[config.mk]
export PLATFORM = sky130hd
export DESIGN_NAME = mac_dot_sequencer_flat
export DESIGN_NICKNAME = d
export VERILOG_FILES = /design/src/rtl/mac_dot_sequencer_pkg.sv /design/src/rtl/mac_dot_sequencer_if.sv /design/src/rtl/mac_dot_sequencer_pair_pipe.sv /design/src/rtl/mac_dot_sequencer.sv /design/src/flat_wrapper.sv
export SDC_FILE = /design/constraint.sdc
export NUM_CORES = 1
export LEC_CHECK = 0
export BUFFER_PORTS_ARGS = -buffer_cell sky130_fd_sc_hd__buf_2
export CELL_PAD_IN_SITES_DETAIL_PLACEMENT = 0
export CELL_PAD_IN_SITES_GLOBAL_PLACEMENT = 1
export CORE_MARGIN = 2
export CORE_UTILIZATION = 25
export CTS_BUF_LIST = sky130_fd_sc_hd__clkbuf_8 sky130_fd_sc_hd__clkbuf_16
export CTS_CLUSTER_DIAMETER = 30
export DETAILED_ROUTE_END_ITERATION = 16
export GPL_ROUTABILITY_DRIVEN = 0
export PLACE_DENSITY = 0.47
export SYNTH_ARGS = -nofsm -noshare
export SYNTH_HDL_FRONTEND = slang
export SYNTH_SLANG_ARGS = --single-unit
[constraint.sdc]
create_clock -name clock -period 7.9 [get_ports clock]
set_input_delay 1.185 -clock clock [delete_from_list [all_inputs] [get_ports clock]]
set_output_delay 1.185 -clock clock [all_outputs]
set_load 0.02 [all_outputs]
[src/rtl/mac_dot_sequencer_pkg.sv]
// Shared types and default sizing for the dual-lane multiply-add sequencer.
package mac_seq_pkg;

   typedef enum logic [1:0] {
      IDLE   = 2'd0,
      STREAM = 2'd1,
      DRAIN  = 2'd2,
      DONE   = 2'd3
   } state_t;

   localparam int OP_W      = 8;
   localparam int NUM_LANES = 2;
   localparam int PROD_W    = 17;

   localparam int DEF_MULT_LATENCY = 3;
   localparam int DEF_LEN_W        = 12;
   localparam int DEF_ACC_W        = 32;

endpackage

[src/rtl/mac_dot_sequencer_if.sv]
// Job config, operand stream and result handshake bundle of the sequencer.
interface mac_dot_sequencer_if
   import mac_seq_pkg::*;
#(
   parameter int LEN_W = DEF_LEN_W,
   parameter int ACC_W = DEF_ACC_W
);

   logic                    cfg_valid;
   logic                    cfg_ready;
   logic [LEN_W-1:0]        cfg_len;
   logic                    in_valid;
   logic                    in_ready;
   logic signed [OP_W-1:0]  in_a0;
   logic signed [OP_W-1:0]  in_b0;
   logic signed [OP_W-1:0]  in_a1;
   logic signed [OP_W-1:0]  in_b1;
   logic                    out_valid;
   logic                    out_ready;
   logic [ACC_W-1:0]        out_result;
   logic                    busy;

   modport slave (
      input  cfg_valid, cfg_len, in_valid, in_a0, in_b0, in_a1, in_b1, out_ready,
      output cfg_ready, in_ready, out_valid, out_result, busy
   );

   modport master (
      output cfg_valid, cfg_len, in_valid, in_a0, in_b0, in_a1, in_b1, out_ready,
      input  cfg_ready, in_ready, out_valid, out_result, busy
   );

endinterface

[src/rtl/mac_dot_sequencer_pair_pipe.sv]
// Two signed 8x8 products summed, then MULT_LATENCY register stages with a
// parallel valid tag. Reset clears the tags only; data stages free-run.
module mac_pair_pipe
   import mac_seq_pkg::*;
#(
   parameter int MULT_LATENCY = DEF_MULT_LATENCY
) (
   input  logic                     clock,
   input  logic                     reset,
   input  logic                     in_tag,
   input  logic signed [OP_W-1:0]   a0,
   input  logic signed [OP_W-1:0]   b0,
   input  logic signed [OP_W-1:0]   a1,
   input  logic signed [OP_W-1:0]   b1,
   output logic                     out_tag,
   output logic signed [PROD_W-1:0] out_sum
);

   logic [NUM_LANES-1:0][OP_W-1:0]   op_a;
   logic [NUM_LANES-1:0][OP_W-1:0]   op_b;
   logic [NUM_LANES-1:0][2*OP_W-1:0] prod;
   logic [PROD_W-1:0]                sum_in;

   logic [MULT_LATENCY:1]              vld_pipe;
   logic [MULT_LATENCY:1][PROD_W-1:0]  sum_pipe;

   assign op_a = {a1, a0};
   assign op_b = {b1, b0};

   for (genvar g = 0; g < NUM_LANES; g++) begin : g_lane
      assign prod[g] = 16'($signed(op_a[g])) * 16'($signed(op_b[g]));
   end

   // One extra bit keeps (-128*-128)*2 from overflowing.
   assign sum_in = {prod[0][2*OP_W-1], prod[0]} + {prod[1][2*OP_W-1], prod[1]};

   always_ff @(posedge clock) begin
      if (reset) begin
         vld_pipe <= '0;
      end else begin
         vld_pipe[1] <= in_tag;
         for (int i = 2; i <= MULT_LATENCY; i++) vld_pipe[i] <= vld_pipe[i-1];
      end
   end

   always_ff @(posedge clock) begin
      sum_pipe[1] <= sum_in;
      for (int i = 2; i <= MULT_LATENCY; i++) sum_pipe[i] <= sum_pipe[i-1];
   end

   assign out_tag = vld_pipe[MULT_LATENCY];
   assign out_sum = sum_pipe[MULT_LATENCY];

endmodule

[src/rtl/mac_dot_sequencer.sv]
// Job sequencer: takes a beat count, streams operand beats through the
// multiply-add pipe, accumulates the sums and returns the dot product.
module mac_dot_sequencer
   import mac_seq_pkg::*;
#(
   parameter int MULT_LATENCY = DEF_MULT_LATENCY,
   parameter int LEN_W        = DEF_LEN_W,
   parameter int ACC_W        = DEF_ACC_W
) (
   input  logic          clock,
   input  logic          reset,
   mac_dot_sequencer_if.slave bus
);

   localparam int INF_W = $clog2(MULT_LATENCY + 2);

   state_t                    state;
   state_t                    state_nxt;
   logic [LEN_W-1:0]          len_q;
   logic [LEN_W-1:0]          beat_cnt;
   logic [ACC_W-1:0]          acc;
   logic [ACC_W-1:0]          sum_ext;
   logic [INF_W-1:0]          inflight;
   logic                      cfg_fire;
   logic                      in_fire;
   logic                      out_fire;
   logic                      last_beat;
   logic                      pipe_tag;
   logic signed [PROD_W-1:0]  pipe_sum;

   assign bus.cfg_ready  = (state == IDLE);
   assign bus.in_ready   = (state == STREAM);
   assign bus.out_valid  = (state == DONE);
   assign bus.busy       = (state != IDLE);
   assign bus.out_result = acc;

   assign cfg_fire  = bus.cfg_valid & bus.cfg_ready;
   assign in_fire   = bus.in_valid  & bus.in_ready;
   assign out_fire  = bus.out_valid & bus.out_ready;
   assign last_beat = (beat_cnt == len_q - LEN_W'(1));
   assign sum_ext   = {{(ACC_W-PROD_W){pipe_sum[PROD_W-1]}}, pipe_sum};

   mac_pair_pipe #(
      .MULT_LATENCY (MULT_LATENCY)
   ) u_pipe (
      .clock   (clock),
      .reset   (reset),
      .in_tag  (in_fire),
      .a0      (bus.in_a0),
      .b0      (bus.in_b0),
      .a1      (bus.in_a1),
      .b1      (bus.in_b1),
      .out_tag (pipe_tag),
      .out_sum (pipe_sum)
   );

   always_ff @(posedge clock) begin
      if (reset) state <= IDLE;
      else       state <= state_nxt;
   end

   // DRAIN ends when the only beat still in flight is the one leaving now,
   // so its sum lands in acc on the same edge that enters DONE.
   always_comb begin
      state_nxt = state;
      case (state)
         IDLE:    if (cfg_fire) state_nxt = (bus.cfg_len == '0) ? DONE : STREAM;
         STREAM:  if (in_fire && last_beat) state_nxt = DRAIN;
         DRAIN:   if (inflight == INF_W'(pipe_tag)) state_nxt = DONE;
         DONE:    if (out_fire) state_nxt = IDLE;
         default: state_nxt = IDLE;
      endcase
   end

   always_ff @(posedge clock) begin
      if (reset) begin
         len_q    <= '0;
         beat_cnt <= '0;
         acc      <= '0;
      end else if (cfg_fire) begin
         len_q    <= bus.cfg_len;
         beat_cnt <= '0;
         acc      <= '0;
      end else begin
         if (in_fire)  beat_cnt <= beat_cnt + LEN_W'(1);
         if (pipe_tag) acc      <= acc + sum_ext;
      end
   end

   always_ff @(posedge clock) begin
      if (reset) begin
         inflight <= '0;
      end else begin
         case ({in_fire, pipe_tag})
            2'b10:   inflight <= inflight + INF_W'(1);
            2'b01:   inflight <= inflight - INF_W'(1);
            default: inflight <= inflight;
         endcase
      end
   end

endmodule

[src/flat_wrapper.sv]
// flat-port wrapper written by rule: the top's interface ports become plain ports
module mac_dot_sequencer_flat import mac_seq_pkg::*;
#(
   parameter int MULT_LATENCY = DEF_MULT_LATENCY,
   parameter int LEN_W        = DEF_LEN_W,
   parameter int ACC_W        = DEF_ACC_W
)
  (clock, reset, bus_cfg_valid, bus_cfg_len, bus_in_valid, bus_in_a0, bus_in_b0, bus_in_a1, bus_in_b1, bus_out_ready, bus_cfg_ready, bus_in_ready, bus_out_valid, bus_out_result, bus_busy);
  mac_dot_sequencer_if #(.LEN_W(LEN_W), .ACC_W(ACC_W)) bus_i ();
  input  logic clock;
  input  logic reset;
  input wire logic [$bits(bus_i.cfg_valid)-1:0] bus_cfg_valid;
  input wire logic [$bits(bus_i.cfg_len)-1:0] bus_cfg_len;
  input wire logic [$bits(bus_i.in_valid)-1:0] bus_in_valid;
  input wire logic [$bits(bus_i.in_a0)-1:0] bus_in_a0;
  input wire logic [$bits(bus_i.in_b0)-1:0] bus_in_b0;
  input wire logic [$bits(bus_i.in_a1)-1:0] bus_in_a1;
  input wire logic [$bits(bus_i.in_b1)-1:0] bus_in_b1;
  input wire logic [$bits(bus_i.out_ready)-1:0] bus_out_ready;
  output wire logic [$bits(bus_i.cfg_ready)-1:0] bus_cfg_ready;
  output wire logic [$bits(bus_i.in_ready)-1:0] bus_in_ready;
  output wire logic [$bits(bus_i.out_valid)-1:0] bus_out_valid;
  output wire logic [$bits(bus_i.out_result)-1:0] bus_out_result;
  output wire logic [$bits(bus_i.busy)-1:0] bus_busy;
  assign bus_i.cfg_valid = bus_cfg_valid;
  assign bus_i.cfg_len = bus_cfg_len;
  assign bus_i.in_valid = bus_in_valid;
  assign bus_i.in_a0 = bus_in_a0;
  assign bus_i.in_b0 = bus_in_b0;
  assign bus_i.in_a1 = bus_in_a1;
  assign bus_i.in_b1 = bus_in_b1;
  assign bus_i.out_ready = bus_out_ready;
  assign bus_cfg_ready = bus_i.cfg_ready;
  assign bus_in_ready = bus_i.in_ready;
  assign bus_out_valid = bus_i.out_valid;
  assign bus_out_result = bus_i.out_result;
  assign bus_busy = bus_i.busy;
  mac_dot_sequencer #(.MULT_LATENCY(MULT_LATENCY), .LEN_W(LEN_W), .ACC_W(ACC_W)) u_core (.clock(clock), .reset(reset), .bus(bus_i));
endmodule
==> results.toml <==
[run_status]
outcome = "complete, no violations"

[synthesis]
yosysWarnings = 0
avgSynthCellArea_um2 = 9.18
synthDistinctLibCells = 65
synth_area_leader_cell = "fa_1"
synth_seq_cells = 115
post-synth-top-count-cell = "inv_1"
synth_ff_type = "dfxtp_1"
syn-cell-area_um2 = 10800
synth_edf_count = 0
syn-num-nets = 1464
synth.area.top_cells = "fa_1 (27%), dfxtp_1 (21%), ha_1 (11%)"
synthTopCellsByCount = "inv_1 (199), fa_1 (145), dfxtp_1 (115)"
synthArstFlopShare = 0
yosysSeqAreaShare = 0.213
synthCells = 1179
synth_top_area_share = 0.268

[cts]
cts-buffers-inserted = 17
htreeDepth = 4
cts_tree = "yes"
hold_buffers = 0
cts_setup_buffers = 0
ctsRootBufferMaster = "clkbuf_16"
cts.sinks = 115
clk-insertion-delay-late_ns = 0.42
postCtsResizedCells = 0
cts.reportedPaths.clkPinSlew_ns = 0.05
cts.path.max_buffers = 2

[timing]
final.min_clock_period_ns = 6.46
period_share = 0.818
grt_setup_unrepaired = "false"
worst_pin_slew_ns = 1.03
fin_worst_skew_ns = 0.0116
slew_headroom = 0.314
setup_viol_count_final = 0
fin_setup_tns_ns = 0
slew_violations = 0
hold_violations = 0
fmax_mhz = 155
hold_slack_ns = 0.319

[worst_setup_path]
crit_fanout = 8
critPathRequiredTime_ns = 8.24
cp.arrival_ns = 6.80
path_cells = "buf_2, and2_1, inv_1, fa_1, fa_1, inv_1, fa_1, fa_1, fa_1, inv_1, fa_1, inv_1, ha_1, a211o_1, and3_1, o31a_1, a21o_1, a21oi_1, xnor2_1"
worstSetupPathType = "in -> reg"
crit_family = "adder cells"
cpPeakStageDelay_ns = 0.54
critPathMostFrequentCell = "fa_1"
cpMaxStageDelayCell = "fa_1"
cp-end-kind = "flop"
worst-path-buf-inv = 5
cp-start-kind = "input port"

[power]
total_power_mw = 5.30
max-vdd-ir-drop_uv = 289
leakage_nw = 5.75
cellPowerDensity_nw_per_um2 = 423

[layout]
syn2layout_area_growth_pct = 15.6
final_nets = 1548
final_cells = 1861
final_layout_size_suffix_gt1_frac = 0.103
fillers = 4574
num_antenna_cells = 0

[die]
die_h_um = 212
core_um2 = 42900
die_x_um = 212
pin_count = 85
initial_core_util = 0.252
rows = 76
die_area_um2 = 45000

[routing]
num_vias = 7855
drt_pass1_iterations = 4
drc = 0
drtAntennaViolNets = 0
routed_wl_um = 26900
post_drt_wl_per_cell_um = 14.4
viasPerCell = 4.22
drt_iter0_drc = 235

[place]
dp_hpwl_um = 22300
io_buffers = 84
dp_cells = 1829

[global_routing]
grt_pass1_vias = 8423
grt_max_degree = 44
grt_pass1_wl_um = 44600
antenna_found_initial = 0
overflow = 0
grt_usage = 0.126

[hold_path]
hold_path.class = "reg -> reg"

[flow_run]
drv_cap = 0
[flip-flops by register name, indices dropped and copies added, names as in the netlist]
signal                  flops
u_core.beat_cnt            12
u_core.bus.out_result      32
u_core.inflight             3
u_core.len_q               12
u_core.state                2
u_core.u_pipe.out_sum      17
u_core.u_pipe.sum_pipe     34
u_core.u_pipe.vld_pipe      3
[power by group]
group | switching, mW | internal (mW) | total, mW | leakage, nW
sequential | 0.0708 | 0.794 | 0.864 | 0.949
clock | 0.273 | 0.506 | 0.779 | 0.304
combinational | 1.96 | 1.70 | 3.65 | 4.50
total | 2.30 | 3.00 | 5.30 | 5.75
[cells in the final DEF, fill, tap and decap left out, types with 17 or more instances in the layout]
master | netlist | routed
inv_1 | 199 | 203
fa_1 | 145 | 145
dfxtp_1 | 115 | 114
nand2_1 | 95 | 95
ha_1 | 91 | 91
buf_2 | 1 | 84
nor2_1 | 81 | 81
and2_1 | 79 | 79
a21oi_1 | 57 | 57
xnor2_1 | 44 | 44
o21ai_0 | 29 | 29
xor2_1 | 27 | 27
mux2i_1 | 19 | 19
nand3_1 | 18 | 18
clkbuf_16 | 0 | 17
[logic make-up (layout without fill, tap and decap cells)]
family | after synthesis | in the layout | share of synthesized area
buffers and inverters | 223 | 320 | 0.0774
muxes | 19 | 19 | 0.0176
DFF | 115 | 115 | 0.213
adders and majority gates | 236 | 236 | 0.373
xor gates and xnor gates | 71 | 71 | 0.0574
AOI/OAI and AO/OA | 165 | 165 | 0.0994
and+or+nand+nor | 350 | 350 | 0.162
[layer usage]
metal,wire length [µm],share of wire,GRT usage,vias up
met2,13100,0.49,0.224,105
met3,623,0.023,0.0177,18
met5,0,0,0,-
met1,12800,0.48,0.161,3779
met4,331,0.012,0.0311,0
li1,-,-,-,3953
[path summary, 6_finish.rpt]
path | depth (start not counted) | slack [ns] | to | from
setup / recovery | 19 | 1.44 | u_core.u_pipe.sum_pipe[16]$_DFF_P_ | bus_in_a1[7]
hold / removal | 0 | 0.32 | u_core.u_pipe.out_sum[8]$_DFF_P_ | u_core.u_pipe.sum_pipe[25]$_DFF_P_
setup reg to reg | 9 | 4.75 | u_core.bus.out_result[30]$_SDFFE_PP0P_ | u_core.u_pipe.out_sum[16]$_DFF_P_
hold reg to reg | 0 | 0.32 | u_core.u_pipe.out_sum[8]$_DFF_P_ | u_core.u_pipe.sum_pipe[25]$_DFF_P_
[stage by stage]
stage | instance area [µm²] | utilization | setup slack [ns]
floorplan | 10800 | - | 1.48
global placement | 11900 | 0.278 | 0.967
detailed placement | 11900 | 0.278 | 0.957
CTS | 12500 | 0.292 | 1.40
global route | 12500 | 0.292 | 1.10
finish | 12500 | 0.292 | 1.44
[worst register-to-register path, cell delays in order, from the launching register on]
cell      delay [ns]
dfxtp_1         0.80
ha_1            0.42
a21oi_1         0.23
o21bai_1        0.11
a2111o_1        0.39
o21ai_1         0.18
a41oi_2         0.22
o211ai_1        0.27
mux2i_1         0.11
a311o_1         0.31
[cell type report]
class                           instances  area [µm²]  share of cell area
Clock buffer                           19         453              0.0362
Tap cell                              585         732              0.0585
Clock inverter                         13         144              0.0115
Multi-Input combinational cell        841        7690               0.614
Timing Repair Buffer                   86         435              0.0348
Sequential cell                       115        2300               0.184
Inverter                              202         758              0.0606
(Power assumes the default switching activity.)
